`src/rtl/dmem_responder_pkg.sv`:
```
// Shared definitions for the wait-state data-memory responder.
// FSM encoding and default geometry used by dmem_responder and dmem_array.
package dmem_responder_pkg;

    typedef enum logic [1:0] {
        ST_IDLE = 2'd0,
        ST_WAIT = 2'd1,
        ST_RESP = 2'd2
    } state_e;

    localparam int DEFAULT_BIT_NUMBER = 32;
    localparam int DEFAULT_BASE_ADDR  = 1024;
    localparam int DEFAULT_DEPTH      = 64;

endpackage

```
`src/rtl/dmem_responder_if.sv`:
```
// MEM-stage <-> data-memory bus. With DMEM_RANGE_CHECK_EN defined the bus also
// carries err, flagging an out-of-range or misaligned access in its ready cycle.
//
// Handshake: the master holds mem_r_en/mem_w_en (plus addr/wdata) high until it
// sees ready; freeze = request & ~ready, and ready is a single-cycle pulse.
interface dmem_responder_if #(
    parameter int BIT_NUMBER = 32
);
    logic                  mem_r_en;
    logic                  mem_w_en;
    logic [BIT_NUMBER-1:0] addr;
    logic [BIT_NUMBER-1:0] wdata;
    logic [BIT_NUMBER-1:0] rdata;
    logic                  ready;
    logic                  freeze;
`ifdef DMEM_RANGE_CHECK_EN
    logic                  err;

    modport master (output mem_r_en, mem_w_en, addr, wdata,
                    input  rdata, ready, freeze, err);
    modport slave  (input  mem_r_en, mem_w_en, addr, wdata,
                    output rdata, ready, freeze, err);
`else
    modport master (output mem_r_en, mem_w_en, addr, wdata,
                    input  rdata, ready, freeze);
    modport slave  (input  mem_r_en, mem_w_en, addr, wdata,
                    output rdata, ready, freeze);
`endif
endinterface

```
`src/rtl/dmem_responder_array.sv`:
```
// dmem_array: word storage with a write-enable port and a registered read port.
// Synchronous reset clears every word and the read register.
module dmem_array #(
    parameter int BIT_NUMBER = 32,
    parameter int DEPTH      = 64,
    parameter int IDX_W      = 6
) (
    input  logic                  clk,
    input  logic                  rst,
    input  logic                  we_i,
    input  logic                  re_i,
    input  logic                  rd_zero_i,
    input  logic [IDX_W-1:0]      idx_i,
    input  logic [BIT_NUMBER-1:0] wdata_i,
    output logic [BIT_NUMBER-1:0] rdata_o
);

    logic [BIT_NUMBER-1:0] mem_q [DEPTH];
    logic [BIT_NUMBER-1:0] rdata_q;

    always_ff @(posedge clk) begin
        if (rst) begin
            for (int i = 0; i < DEPTH; i++) begin
                mem_q[i] <= '0;
            end
            rdata_q <= '0;
        end else begin
            if (we_i) begin
                mem_q[idx_i] <= wdata_i;
            end
            // rd_zero_i forces a zero load for rejected reads
            if (re_i) begin
                rdata_q <= rd_zero_i ? '0 : mem_q[idx_i];
            end
        end
    end

    assign rdata_o = rdata_q;

endmodule

```
`src/rtl/dmem_responder.sv`:
```
// Data-memory responder: serves one MEM-stage access after WAIT_CYCLES wait
// states with a one-cycle ready pulse. Optional DMEM_RANGE_CHECK_EN adds err.
module dmem_responder
    import dmem_responder_pkg::*;
#(
    parameter int BIT_NUMBER  = DEFAULT_BIT_NUMBER,
    parameter int DEPTH       = DEFAULT_DEPTH,
    parameter int BASE_ADDR   = DEFAULT_BASE_ADDR,
    parameter int WAIT_CYCLES = 2
) (
    input  logic              clk,
    input  logic              rst,
    dmem_responder_if.slave   bus,
    output state_e            dbg_state_o
);

    localparam int IDX_W = (DEPTH > 1) ? $clog2(DEPTH) : 1;
    localparam int CNT_W = (WAIT_CYCLES > 0) ? $clog2(WAIT_CYCLES + 1) : 1;
    localparam logic [CNT_W-1:0]      WAIT_LAST = CNT_W'(WAIT_CYCLES);
    localparam logic [BIT_NUMBER-1:0] BASE_V    = BIT_NUMBER'(BASE_ADDR);
    localparam logic [BIT_NUMBER-1:0] DEPTH_V   = BIT_NUMBER'(DEPTH);

    state_e                state_q, state_d;
    logic [CNT_W-1:0]      cnt_q, cnt_d;
    logic                  wr_q, wr_d;
    logic [IDX_W-1:0]      idx_q, idx_d;
    logic [BIT_NUMBER-1:0] wdata_q, wdata_d;

    logic                  req;
    logic [BIT_NUMBER-1:0] offset, word_full, word_mod;
    logic [IDX_W-1:0]      live_idx;
    logic                  arr_we, arr_re, arr_zero;
    logic [IDX_W-1:0]      arr_idx;
    logic [BIT_NUMBER-1:0] arr_wdata;
    logic                  ready;

`ifdef DMEM_RANGE_CHECK_EN
    logic bad_q, bad_d, live_bad, arr_bad;
`endif

    assign req = bus.mem_r_en | bus.mem_w_en;

    always_comb begin
        offset    = bus.addr - BASE_V;
        word_full = offset >> 2;
        word_mod  = word_full % DEPTH_V;
        live_idx  = IDX_W'(word_mod);
    end

`ifdef DMEM_RANGE_CHECK_EN
    // range is judged on the unwrapped word index
    assign live_bad = (bus.addr < BASE_V) || (word_full >= DEPTH_V) ||
                      (bus.addr[1:0] != 2'b00);
`endif

    always_comb begin
        state_d   = state_q;
        cnt_d     = cnt_q;
        wr_d      = wr_q;
        idx_d     = idx_q;
        wdata_d   = wdata_q;
        arr_we    = 1'b0;
        arr_re    = 1'b0;
        arr_idx   = idx_q;
        arr_wdata = wdata_q;
`ifdef DMEM_RANGE_CHECK_EN
        bad_d     = bad_q;
        arr_bad   = bad_q;
`endif
        unique case (state_q)
            ST_IDLE: begin
                if (req) begin
                    wr_d    = bus.mem_w_en;
                    idx_d   = live_idx;
                    wdata_d = bus.wdata;
                    cnt_d   = '0;
`ifdef DMEM_RANGE_CHECK_EN
                    bad_d   = live_bad;
`endif
                    if (WAIT_CYCLES > 0) begin
                        state_d = ST_WAIT;
                    end else begin
                        // zero wait states: this edge enters RESP, so commit from the live bus
                        state_d   = ST_RESP;
                        arr_we    = bus.mem_w_en;
                        arr_re    = ~bus.mem_w_en;
                        arr_idx   = live_idx;
                        arr_wdata = bus.wdata;
`ifdef DMEM_RANGE_CHECK_EN
                        arr_bad   = live_bad;
`endif
                    end
                end
            end
            ST_WAIT: begin
                cnt_d = cnt_q + CNT_W'(1);
                if (cnt_d == WAIT_LAST) begin
                    state_d = ST_RESP;
                    cnt_d   = '0;
                    arr_we  = wr_q;
                    arr_re  = ~wr_q;
                end
            end
            ST_RESP: begin
                state_d = ST_IDLE;
            end
            default: begin
                state_d = ST_IDLE;
            end
        endcase
    end

    always_ff @(posedge clk) begin
        if (rst) begin
            state_q <= ST_IDLE;
            cnt_q   <= '0;
            wr_q    <= 1'b0;
            idx_q   <= '0;
            wdata_q <= '0;
`ifdef DMEM_RANGE_CHECK_EN
            bad_q   <= 1'b0;
`endif
        end else begin
            state_q <= state_d;
            cnt_q   <= cnt_d;
            wr_q    <= wr_d;
            idx_q   <= idx_d;
            wdata_q <= wdata_d;
`ifdef DMEM_RANGE_CHECK_EN
            bad_q   <= bad_d;
`endif
        end
    end

`ifdef DMEM_RANGE_CHECK_EN
    logic arr_we_ok;
    assign arr_we_ok = arr_we & ~arr_bad;
    assign arr_zero  = arr_bad;
`else
    logic arr_we_ok;
    assign arr_we_ok = arr_we;
    assign arr_zero  = 1'b0;
`endif

    dmem_array #(
        .BIT_NUMBER (BIT_NUMBER),
        .DEPTH      (DEPTH),
        .IDX_W      (IDX_W)
    ) u_array (
        .clk       (clk),
        .rst       (rst),
        .we_i      (arr_we_ok),
        .re_i      (arr_re),
        .rd_zero_i (arr_zero),
        .idx_i     (arr_idx),
        .wdata_i   (arr_wdata),
        .rdata_o   (bus.rdata)
    );

    assign ready       = (state_q == ST_RESP);
    assign bus.ready   = ready;
    assign bus.freeze  = req & ~ready;
    assign dbg_state_o = state_q;
`ifdef DMEM_RANGE_CHECK_EN
    assign bus.err     = ready & bad_q;
`endif

endmodule
```
`src/flat_wrapper.sv`:
```
// flat-port wrapper written by rule: the top's interface ports become plain ports
module dmem_responder_flat import dmem_responder_pkg::*;
#(
    parameter int BIT_NUMBER  = DEFAULT_BIT_NUMBER,
    parameter int DEPTH       = DEFAULT_DEPTH,
    parameter int BASE_ADDR   = DEFAULT_BASE_ADDR,
    parameter int WAIT_CYCLES = 2
)
  (clk, rst, dbg_state_o, bus_mem_r_en, bus_mem_w_en, bus_addr, bus_wdata, bus_rdata, bus_ready, bus_freeze);
  dmem_responder_if #(.BIT_NUMBER(BIT_NUMBER)) bus_i ();
  input  logic clk;
  input  logic rst;
  output state_e dbg_state_o;
  input wire logic [$bits(bus_i.mem_r_en)-1:0] bus_mem_r_en;
  input wire logic [$bits(bus_i.mem_w_en)-1:0] bus_mem_w_en;
  input wire logic [$bits(bus_i.addr)-1:0] bus_addr;
  input wire logic [$bits(bus_i.wdata)-1:0] bus_wdata;
  output wire logic [$bits(bus_i.rdata)-1:0] bus_rdata;
  output wire logic [$bits(bus_i.ready)-1:0] bus_ready;
  output wire logic [$bits(bus_i.freeze)-1:0] bus_freeze;
  assign bus_i.mem_r_en = bus_mem_r_en;
  assign bus_i.mem_w_en = bus_mem_w_en;
  assign bus_i.addr = bus_addr;
  assign bus_i.wdata = bus_wdata;
  assign bus_rdata = bus_i.rdata;
  assign bus_ready = bus_i.ready;
  assign bus_freeze = bus_i.freeze;
  dmem_responder #(.BIT_NUMBER(BIT_NUMBER), .DEPTH(DEPTH), .BASE_ADDR(BASE_ADDR), .WAIT_CYCLES(WAIT_CYCLES)) u_core (.clk(clk), .rst(rst), .bus(bus_i), .dbg_state_o(dbg_state_o));
endmodule
```
`config.mk`:
```
export PLATFORM = sky130hd
export DESIGN_NAME = dmem_responder_flat
export DESIGN_NICKNAME = d
export VERILOG_FILES = /design/src/rtl/dmem_responder_pkg.sv /design/src/rtl/dmem_responder_if.sv /design/src/rtl/dmem_responder_array.sv /design/src/rtl/dmem_responder.sv /design/src/flat_wrapper.sv
export SDC_FILE = /design/constraint.sdc
export NUM_CORES = 2
export LEC_CHECK = 0
export BUFFER_PORTS_ARGS = -buffer_cell sky130_fd_sc_hd__buf_4
export CORE_ASPECT_RATIO = 0.7
export CORE_MARGIN = 2
export CORE_UTILIZATION = 30
export DETAILED_ROUTE_END_ITERATION = 6
export PLACE_DENSITY_LB_ADDON = 0.1
export SYNTH_ARGS = -nofsm -noshare
export SYNTH_HDL_FRONTEND = slang
export SYNTH_SLANG_ARGS = --single-unit
export TNS_END_PERCENT = 30
```
`constraint.sdc`:
```
create_clock -name clk -period 4.3 [get_ports clk]
set_input_delay 0.645 -clock clk [delete_from_list [all_inputs] [get_ports clk]]
set_output_delay 0.645 -clock clk [all_outputs]
set_load 0.05 [all_outputs]
```
==> flow_summary_export.csv <==
group,metric,value,unit
timing,postLayoutSetupSlackWorst,354,ps
logic_synthesis,async_reset_ff_share,0,%
power_and_ir_drop,peakVddDrop,0.343,mV
timing,timing.final.crit_share,91.8,%
clock_network,cts-root-buf,"clkbuf_16",
timing,rsz0062_at_grt,"no",
logic_synthesis,synth.avg_cell_area,13.6,µm²
min_path,min_path_type,"in -> reg",
final_layout,drive_gt1_share,19.6,%
critical_path,worstPathArrival,4740,ps
timing,fmax,253,MHz
critical_path,crit_top_cell,"buf_12",
critical_path,critPathLaunchType,"register",
logic_synthesis,yosysTopAreaCell,"edfxtp_1",
timing,setup_viol,0,
timing,clock_skew,51.8,ps
logic_synthesis,synth-seq-cells,2123,
routing,wire_per_inst,35.7,µm
power_and_ir_drop,power.total,48.9,mW
logic_synthesis,yosysSeqAreaShare,65.2,%
placed_design,pre_cts_ws,473,ps
clock_network,cts_resized,0,
global_route,overflow,0,
floorplanning,rows,174,
logic_synthesis,synthDistinctLibCells,79,
final_layout,finalInstanceArea,112000,µm²
logic_synthesis,synth_fa_ha_area_share,0,%
logic_synthesis,synthSimpleGateAreaFrac,16.0,%
logic_synthesis,syn_area,96600,µm²
clock_network,clk_latency,930,ps
critical_path,worst-path-buf-inv,2,
floorplanning,ios,104,
power_and_ir_drop,pwr_density_cell,436,nW/µm²
logic_synthesis,ys.warnings.count,0,
timing,slew_violations,0,
critical_path,crit_family,"compound AO/OA/AOI/OAI gates",
run_status,outcome,"completed",
logic_synthesis,synth_top_family_by_area,"simple AND/OR/NAND/NOR gates",
global_route,grt_pass1_vias,60200,
routing,drt-total-wl,418,mm
logic_synthesis,synth_nets,7145,
routing,first_pass_iters,6,
logic_synthesis,synthMuxAreaShare,6.79,%
timing,slew_headroom,9.36,%
logic_synthesis,synth_xor_area_share,0,%
final_layout,fin_nets,7265,
flow_run,cap_violations,0,
placed_design,dp_hpwl,259,mm
logic_synthesis,synth_compound_area_share,8.26,%
floorplanning,coreArea,321000,µm²
logic_synthesis,synthCells,7077,
logic_synthesis,synth-edff-count,2048,
clock_network,cts_buffers,230,
power_and_ir_drop,leakagePower,39.8,nW
global_route,antenna_found_initial,63,
clock_network,clkTransAtPathRegs,60,ps
logic_synthesis,synth_area_leaders,"edfxtp_1, and2_1, a221oi_1",
placed_design,port_buffers,77,
critical_path,crit_slowest_cell,"dfxtp_4",
timing,post-route-min-period,3950,ps
critical_path,path_class,"reg -> reg",
final_layout,synthToLayoutAreaGrowth,16.3,%
logic_synthesis,ys.flop_type,"edfxtp_1",
timing,tns,0,ps
floorplanning,fp.dieH,479,µm
routing,avgViaCountPerCell,5.34,
floorplanning,start_util,30.1,%
routing,vias,62600,
routing,drt_iter0_drc,8467,
floorplanning,design.die.area,326000,µm²
clock_network,ctsHoldBuffers,34,
critical_path,required,5090,ps
clock_network,clock_sinks,2123,
critical_path,cp-end-kind,"register",
routing,antenna_left,0,
clock_network,cts_tree,"built",
placed_design,gp_congestion,0.862,
timing,tightest_slew,1360,ps
floorplanning,die_width,682,µm
critical_path,crit_fanout,36,
placed_design,post_dp_cell_area,105000,µm²
critical_path,crit_chain,"nor2b_4 > buf_12 > buf_12 > a221oi_1 > nor2_1 > o21ai_1 > o2111a_1 > a311oi_1",
global_route,grtUsageTotal,25.1,%
critical_path,cp_slowest_stage_delay,930,ps
clock_network,clock_path_buffers,4,
global_route,grt_max_degree,66,
routing,drc,0,
timing,finalHoldViolations,0,
clock_network,ctsHtreeMaxLevel,4,
global_route,grt_pass1_wl,561,mm
logic_synthesis,synth_top_area_share,63.7,%
clock_network,post-cts-setup-buffers,0,
-- synthesized netlist by cell type, types with 66 or more instances --
cell	n
a21oi_1	137
a221oi_1	327
a22oi_1	158
and2_1	2056
buf_2	131
clkbuf_1	511
dfxtp_1	75
edfxtp_1	2048
mux2_2	211
mux2i_1	180
mux4_2	102
nand2_1	211
nor2_1	213
o21ai_0	82
o22ai_1	104
or2_2	66
-- worst register-to-register path, cell delays in order (launching register included) --
cell	delay, ps
dfxtp_4	930
nor2b_4	570
buf_12	350
buf_12	250
a221oi_1	370
nor2_1	120
o21ai_1	840
o2111a_1	310
a311oi_1	90
-- flip-flops by register name, indices dropped and copies added, names as in the netlist --
| register | cells |
|---|---|
| u_core.u_array.mem_q | 2048 |
| u_core.wdata_q | 32 |
| u_core.wr_q | 1 |
| u_core.dbg_state_o | 2 |
| u_core.cnt_q | 2 |
| u_core.idx_q | 6 |
| u_core.u_array.rdata_o | 32 |
-- cells by family (layout without fill, tap and decap cells) --
kind of cell / count (synthesis) / count (layout)
flip-flops: 2123 / 2123
AND/OR/NAND/NOR: 2635 / 2635
multiplexers: 499 / 499
other: 0 / 25
buffers and inverters: 766 / 1069
AO/OA/AOI/OAI: 1054 / 1054
-- worst paths after layout --
path / start / to / slack [ps] / cells past startpoint
worst max-delay path: u_core.idx_q[0] / u_core.u_array.rdata_o[2] / 350 / 8
worst min-delay path: bus_wdata[17] / u_core.wdata_q[17] / 60 / 3
worst max register to register: u_core.idx_q[0] / u_core.u_array.rdata_o[2] / 350 / 8
worst min register to register: u_core.wr_q / u_core.wr_q / 520 / 2
-- layer usage --
layer	GRT usage [%]	part of all wire (%)	routed length, µm
met1	37.8	46	194000
met2	36.7	43	178000
met3	4.68	7.8	32500
met4	7.12	3.2	13300
met5	0	0.011	45
-- power breakdown --
part | total (mW) | switching, mW | internal, mW
Sequential | 23.9 | 0.582 | 23.3
Combinational | 5.15 | 3.65 | 1.50
Clock | 19.9 | 8.81 | 11.1
Total | 48.9 | 13.0 | 35.9
-- area by class of cell --
type,count,area [µm²]
Timing Repair Buffer,650,6220
Clock inverter,120,986
Sequential cell,2123,63100
Multi-Input combinational cell,4188,30300
Fill cell,30900,208000
Clock buffer,295,6200
Inverter,4,32.5
Antenna cell,25,62.6
Tap cell,4312,5400
-- cell usage in the layout, fill, tap and decap left out, types with 40 or more instances in the layout --
cell and instances:
a21oi_1 137, a221oi_1 327, a22oi_1 158, and2_1 2053
buf_12 100, buf_4 515, clkbuf_1 51, clkbuf_16 235
clkinv_1 57, clkinv_2 40, dfxtp_1 40, edfxtp_1 2048
mux2_2 211, mux2i_1 179, mux4_2 102, nand2_1 211
nor2_1 155, nor2_2 56, o21ai_0 79, o22ai_1 104
or2_2 66
-- stage by stage --
stage                     util (%)  hold WS (ps)  instances
after global placement        32.7           505      11200
after floorplan                  -           463       7077
after global routing          35.0          35.5      11700
after CTS                     35.0          9.57      11700
final                         35.0          60.3      11700
after detailed placement      32.7           507      11200
(Power assumes the default switching activity.)
